File: config.mk
export PLATFORM = sky130hd
export DESIGN_NAME = piso_serializer
export DESIGN_NICKNAME = d
export VERILOG_FILES = /design/src/rtl/piso_serializer.sv
export SDC_FILE = /design/constraint.sdc
export NUM_CORES = 1
export LEC_CHECK = 0
export CORE_AREA = 5 5 50 52
export CTS_CLUSTER_DIAMETER = 100
export DETAILED_ROUTE_END_ITERATION = 8
export DIE_AREA = 0 0 55 57
export GPL_TIMING_DRIVEN = 0
export PLACE_DENSITY_LB_ADDON = 0.08
export SETUP_SLACK_MARGIN = 0.3
export SLEW_MARGIN = 0
export SYNTH_ARGS = -nofsm -noshare
export SYNTH_HDL_FRONTEND = slang
export SYNTH_SLANG_ARGS = --single-unit
File: constraint.sdc
create_clock -name clk -period 1.7 [get_ports clk]
set_clock_uncertainty 0.2 [all_clocks]
set_input_delay 0.34 -clock clk [delete_from_list [all_inputs] [get_ports clk]]
set_output_delay 0.34 -clock clk [all_outputs]
set_load 0.02 [all_outputs]
File: src/rtl/piso_serializer.sv
// Purpose: parallel-in/serial-out shifter, WIDTH-bit word out one bit per accepted beat.
// Latency: first bit valid the cycle after the word is accepted; frames chain with no bubble.
// Backpressure: out_ready=0 freezes the current bit/last flag; in_ready only on idle or last beat.
module piso_serializer #(
  parameter int WIDTH     = 5,
  parameter bit MSB_FIRST = 1'b0,
  parameter bit IDLE_BIT  = 1'b0
) (
  input  logic             clk,
  input  logic             rst_n,
  input  logic [WIDTH-1:0] in_data,
  input  logic             in_valid,
  output logic             in_ready,
  output logic             out,
  output logic             out_valid,
  input  logic             out_ready,
  output logic             out_last,
  output logic             busy
);

  localparam int CW = $clog2(WIDTH);
  localparam logic [CW-1:0] LAST_CNT = CW'(WIDTH - 1);
  localparam logic [CW-1:0] CNT_ONE  = CW'(1);

  typedef enum logic {IDLE, SHIFT} state_t;

  state_t           state, state_nxt;
  logic [WIDTH-1:0] shreg, shreg_nxt;
  logic [CW-1:0]    cnt, cnt_nxt;
  logic             load, beat;

  // State register; reset aborts any frame in progress immediately.
  always_ff @(posedge clk or negedge rst_n) begin
    if (!rst_n) begin
      state <= IDLE;
    end else begin
      state <= state_nxt;
    end
  end

  // Shift register and bit counter.
  always_ff @(posedge clk or negedge rst_n) begin
    if (!rst_n) begin
      shreg <= '0;
      cnt   <= '0;
    end else begin
      shreg <= shreg_nxt;
      cnt   <= cnt_nxt;
    end
  end

  // Output decode, handshakes and next-state/datapath selection.
  always_comb begin
    state_nxt = state;
    shreg_nxt = shreg;
    cnt_nxt   = cnt;

    out_valid = (state == SHIFT);
    busy      = out_valid;
    out       = out_valid ? (MSB_FIRST ? shreg[WIDTH-1] : shreg[0]) : IDLE_BIT;
    out_last  = out_valid && (cnt == LAST_CNT);
    beat      = out_valid && out_ready;
    // A new word can enter on the very beat that retires the old one.
    in_ready  = (state == IDLE) || (beat && out_last);
    load      = in_valid && in_ready;

    case (state)
      IDLE: begin
        if (load) begin
          shreg_nxt = in_data;
          cnt_nxt   = '0;
          state_nxt = SHIFT;
        end
      end
      SHIFT: begin
        if (beat) begin
          if (out_last) begin
            cnt_nxt = '0;
            if (load) begin
              shreg_nxt = in_data;
            end else begin
              state_nxt = IDLE;
            end
          end else begin
            // Move the next bit toward the output end, backfilling with the idle level.
            shreg_nxt = MSB_FIRST ? {shreg[WIDTH-2:0], IDLE_BIT}
                                  : {IDLE_BIT, shreg[WIDTH-1:1]};
            cnt_nxt   = cnt + CNT_ONE;
          end
        end
      end
      default: begin
        state_nxt = IDLE;
      end
    endcase
  end

endmodule
==> run_results.csv, run 1 <==
group,metric,value,unit
status,status,"complete, but fails checks",
status,failed_checks,"negative setup slack",
global_route,grt_max_degree,10,
detailed_routing,wl,1.44,mm
power,ir_worst_vdd,0.000767,V
detailed_routing,avgViaCountPerCell,4.49,
global_route,antenna_found_initial,0,
clocking,clk_pin_slew,0.06,ns
timing,setup_slack,-0.00416,ns
layout,nets,104,
setup_path,critPathArrivalTime,1.16,ns
layout,nFillCells,221,
floorplanning,coreArea,2060,sq um
timing,final_hold_viol_count,0,
layout,diodes,0,
detailed_routing,wl_per_cell,12.0,um
yosys,synth_area,556,sq um
global_route,track_usage,10.6,%
clocking,h-tree-depth,1,
min_path,min-delay-path-class,"input pin to asynchronous set/reset pin",
setup_path,path_cells,"inv_2 > ha_4 > and3_4 > buf_6",
layout,layout-drive-gt1-share,42.4,%
layout,ff_latch_area,226,sq um
global_route,grt-ovfl-total,0,
setup_path,slowest_stage,"dfrtp_1",
yosys,synthDistinctLibCells,27,
power,p_int,771,uW
place,gp_congestion,0.738,
timing,worst_slew_pin_slew,0.442,ns
global_route,global_route.usage.met3,2.61,%
clocking,clk_latency,0.25,ns
power,p_seq_share,31.2,%
global_route,grt_pass1_wl,2.42,mm
place,io_buffers,13,
power,p_clk_share,13.5,%
setup_path,reg2reg_depth,6,
setup_path,slowest_delay,0.39,ns
floorplanning,die_y,57,um
timing,period_share,100,%
yosys,ys.flop_type,"dfrtp_1",
setup_path,startpoint_type,"flop",
timing,maxSlewViolCount,0,
setup_path,critPathKind,"flop to output port",
yosys,synth_edf_count,0,
yosys,ys_seq_area_share,40.5,%
yosys,synthArstFlopShare,100,%
clocking,holdBufCountCts,0,
floorplanning,start_util,26.9,%
timing,relSlewSlack,70.4,%
detailed_routing,drtPass1Iterations,4,
power,cellLeakagePower,0.000413,uW
global_route,busiest_layer,"met2",
yosys,synth_nets,73,
place,dpl.hpwl,993,um
timing,setup_violations,1,
setup_path,crit-reg2reg-launch,"cnt[1]",
detailed_routing,drc,0,
yosys,yosys_warnings,0,
timing,fin_crit,1.70,ns
global_route,grt_pass1_vias,558,
clocking,cts_buffer_depth,2,
yosys,synth-seq-cells,9,
clocking,cts_buffers,3,
yosys,syn_avg_cell_area,8.96,sq um
clocking,clkSinkCount,9,
clocking,cts_root_buffer,"clkbuf_4",
global_route,met1_usage,13.2,%
floorplanning,die_w,55,um
layout,areaGrowthSynthToFinish,66.4,%
floorplanning,num_rows,17,
setup_path,worst-path-max-fanout,3,
layout,multi_input_area,330,sq um
timing,fin_hold_ws,0.195,ns
setup_path,startpoint,"cnt[1]",
detailed_routing,antenna_left,0,
detailed_routing,num_vias,539,
timing,max_freq,587,MHz
timing,rsz0062_at_grt,"true",
layout,final_core_util,44.8,%
power,p_per_area,1300,nW/um^2
layout,final_cell_mix,"buf_6 (11), buf_4 (11), dfrtp_1 (8)",
power,power_frac_comb,55.3,%
power,switching_power,435,uW
global_route,globalRouteMet2Util,16.7,%
setup_path,critPathRequiredTime,1.16,ns
power,switching_share,36.1,%
yosys,synthCells,62,
run,cap_violations,0,
clocking,tritoncts,"built",
setup_path,critPathCaptureType,"output port",
detailed_routing,first_iter_violations,11,
floorplanning,ios,14,
floorplanning,die-area,3140,sq um
[registers in the layout (all words and copies together), names as in the netlist]
name and count:
cnt 3, busy 1, shreg 5
[cells in the mapped netlist, drive strengths merged (2+ instances only)]
master,instances,area (sq um)
o21ai,3,15.0
dfrtp,9,225
a311oi,3,26.3
nand2,3,13.8
nor2b,2,12.5
inv,6,22.5
nor2,2,7.51
nand2b,4,25.0
buf,4,28.8
nand3,3,15.0
ha,2,25.0
and2,2,15.0
a21oi,8,43.8
nor3,3,15.0
[timing repair]
item	in CTS	in global routing
endpoints found under the setup margin	11	13
pin swaps	7	7
hold endpoints to repair	0	0
gates resized for setup	41	8
buffers inserted	10	3
[final timing paths]
path	to	slack [ns]
setup / recovery	out_last	-0.004
hold / removal	shreg[2]	0.20
setup reg to reg	cnt[0]	0.10
hold reg to reg	shreg[2]	0.37
max in group asynchronous	busy	0.78
min in group clk	shreg[2]	0.37
[critical path, delay by kind of cell (launching register included)]
family / cells / cell delay [ns]
buf+inv: 2 / 0.19
simple gates: 1 / 0.18
fa+ha+maj: 1 / 0.15
flops: 1 / 0.39
[layer usage]
| metal | routed length [um] | up-vias |
|---|---|---|
| met2 | 692 | 7 |
| met5 | 0 | - |
| li1 | - | 278 |
| met1 | 695 | 252 |
| met4 | 12 | 0 |
| met3 | 43 | 2 |
[cell type report]
class	instances	share of cell area, %
well taps	28	3.79
repair buffers	26	25.8
inverters	6	2.44
flip-flops and latches	9	24.5
clock buffers	4	2.84
plain buffers	4	4.87
multi-input cells	43	35.7
[power by group through the flow]
| stage | clock [uW] | combinational [uW] | sequential (uW) |
|---|---|---|---|
| after floorplan | 0 | 343 | 362 |
| after global placement | 0 | 491 | 373 |
| after detailed placement | 0 | 486 | 376 |
| after CTS | 175 | 616 | 372 |
| after global routing | 187 | 733 | 390 |
| final | 162 | 667 | 376 |
[cell families after synthesis]
logic type      after synthesis  synth area share [%]
compound gates               17                  19.4
fa+ha+maj                     2                  4.50
buf+inv                      10                  9.23
flops                         9                  40.5
mux                           2                  3.83
simple gates                 22                  22.5
[metrics by stage]
stage                     worst slack [ns]  std cells  total power, uW  instance area (sq um)  setup TNS [ns]
final                             -0.00416        120             1210                    925        -0.00416
after global routing               -0.0516        120             1310                    925          -0.102
after CTS                          -0.0144        117             1160                    883         -0.0277
after detailed placement            -0.674        103              862                    742           -1.53
after global placement              -0.691        103              864                    742           -1.56
after floorplan                      0.289         62              705                    577               0
(Power assumes the default switching activity.)
==> run 2, diff against run 1 <==
--- a/config.mk
+++ b/config.mk
@@ -10,7 +10,6 @@
 export DETAILED_ROUTE_END_ITERATION = 8
 export DIE_AREA = 0 0 55 57
 export GPL_TIMING_DRIVEN = 0
-export PLACE_DENSITY_LB_ADDON = 0.08
 export SETUP_SLACK_MARGIN = 0.3
 export SLEW_MARGIN = 0
 export SYNTH_ARGS = -nofsm -noshare
==> run_results.csv, run 2 (synthesis gave the netlist of run 1 again) <==
group,metric,value,unit
detailed_routing,drc,0,
layout,largest_reg_flops,5,
detailed_routing,num_vias,546,
clocking,clkSinkCount,9,
floorplanning,num_rows,17,
clocking,cts_root_buffer,"clkbuf_4",
detailed_routing,drtPass1Iterations,4,
setup_path,startpoint_type,"flop",
timing,relSlewSlack,71.2,%
floorplanning,start_util,26.9,%
power,ir_worst_vdd,0.000523,V
setup_path,worst-path-max-fanout,4,
clocking,cts_buffer_depth,2,
timing,setup_violations,2,
global_route,grt_pass1_vias,582,
place,placed_cells,103,
detailed_routing,route.met2.wl,679,um
global_route,track_usage,10.5,%
clocking,clk_latency,0.26,ns
detailed_routing,wl_per_cell,11.9,um
place,gp_congestion,0.746,
place,dpl.hpwl,962,um
global_route,grt_pass1_wl,2.53,mm
status,status,"complete, but fails checks",
timing,max_freq,581,MHz
detailed_routing,top_layer_used,"met4",
clocking,holdBufCountCts,0,
floorplanning,ios,14,
power,p_per_area,1310,nW/um^2
detailed_routing,wl_met1,658,um
clocking,tritoncts,"built",
clocking,cts_buffers,3,
clocking,clk_pin_slew,0.06,ns
timing,final_hold_viol_count,0,
place,place_ws,-0.662,ns
timing,setup_slack,-0.0209,ns
floorplanning,die_y,57,um
floorplanning,coreArea,2060,sq um
global_route,grt_max_degree,10,
layout,areaGrowthSynthToFinish,60.8,%
timing,maxSlewViolCount,0,
setup_path,path_cells,"inv_2 > ha_4 > nand3_4 > nand2_4 > buf_6",
setup_path,timing.critical_path.buf_inv,2,
layout,final_core_util,43.3,%
min_path,min-delay-path-class,"input pin to asynchronous set/reset pin",
global_route,antenna_found_initial,0,
floorplanning,die-area,3140,sq um
place,place_area,742,sq um
clocking,h-tree-depth,1,
status,failed_checks,"negative setup slack",
layout,nets,102,
run,cap_violations,0,
layout,final_cells,118,
detailed_routing,first_iter_violations,5,
setup_path,critPathArrivalTime,1.18,ns
timing,worst_slew_pin_slew,0.431,ns
floorplanning,die_w,55,um
detailed_routing,antenna_left,0,
setup_path,slowest_delay,0.39,ns
timing,fin_crit,1.72,ns
timing,period_share,101,%
layout,stdcell_area,893,sq um
detailed_routing,wl,1.41,mm
global_route,grt-ovfl-total,0,
timing,rsz0062_at_grt,"true",
power,cellLeakagePower,0.000395,uW
layout,layout_commonest_cell,"buf_4",
setup_path,crit_family,"flip-flops",
detailed_routing,wl_met3,59,um
setup_path,critPathCaptureType,"output port",
detailed_routing,avgViaCountPerCell,4.63,
layout,final_cell_mix,"buf_4 (11), buf_6 (9), dfrtp_1 (8)",
layout,largest_register,"shreg",
place,io_buffers,13,
setup_path,slowest_stage,"dfrtp_1",
layout,diodes,0,
layout,layout-drive-gt1-share,38.9,%
setup_path,critPathRequiredTime,1.16,ns
setup_path,critPathKind,"flop to output port",
[run 2: cell count changes in the layout (fill, tap and decap cells not counted), moves of 2 or more]
cell / before / now
o21ai_1: 3 / 1
a21oi_1: 4 / 7
o21ai_0: 0 / 2
buf_6: 11 / 9
a21oi_2: 4 / 1
[run 2: metrics by stage]
step	setup TNS (ns)	hold WS [ns]	power (uW)
finish	-0.0361	0.183	1170
floorplan	0	-0.156	705
CTS	-0.0728	0.201	1180
detailed placement	-1.45	0.367	858
global placement	-1.39	0.370	846
global route	-0.136	0.229	1250
[run 2: layout make-up]
cell class | instances | area [sq um]
buffer | 4 | 45.0
fill | 216 | 1170
inverter | 6 | 22.5
clock buffer | 4 | 26.3
sequential | 9 | 226
tap | 28 | 35.0
timing repair buffer | 24 | 218
multi-input combinational | 43 | 320
[run 2: layer usage]
metal  vias to the layer above  GRT usage (%)
met5                         -              0
met4                         0           2.08
met3                         2           3.13
met2                        12           16.9
met1                       259           13.7
li1                        273              -
[run 2: power breakdown]
group / switching (uW) / internal [uW] / total [uW] / leakage (uW)
sequential: 73.4 / 300 / 373 / 0.000105
clock: 76.5 / 90.5 / 167 / 0.0000150
combinational: 277 / 356 / 633 / 0.000275
total: 427 / 746 / 1170 / 0.000395
[run 2: timing repair]
item | in CTS | in global routing
gates resized for setup | 40 | 1
pin swaps | 7 | 7
buffers inserted | 10 | 1
endpoints found under the setup margin | 10 | 12
hold endpoints to repair | 0 | 0
[run 2: final timing paths]
| check | slack, ns | cells after the start | from | endpoint |
|---|---|---|---|---|
| max | -0.02 | 5 | cnt[1] | in_ready |
| min | 0.18 | 1 | rst_n | shreg[1] |
| max reg2reg | 0.08 | 7 | cnt[0] | shreg[0] |
| min reg2reg | 0.37 | 2 | shreg[1] | shreg[1] |
| max in group asynchronous | 0.80 | 1 | rst_n | busy |
| min in group clk | 0.37 | 2 | shreg[1] | shreg[1] |
==> run 3, diff against run 2 <==
--- a/config.mk
+++ b/config.mk
@@ -10,6 +10,7 @@
 export DETAILED_ROUTE_END_ITERATION = 8
 export DIE_AREA = 0 0 55 57
 export GPL_TIMING_DRIVEN = 0
+export HOLD_SLACK_MARGIN = 0.1
 export SETUP_SLACK_MARGIN = 0.3
 export SLEW_MARGIN = 0
 export SYNTH_ARGS = -nofsm -noshare
==> results of run 3 <==
Final layout, timing and power as in run 2 (identical DEF).
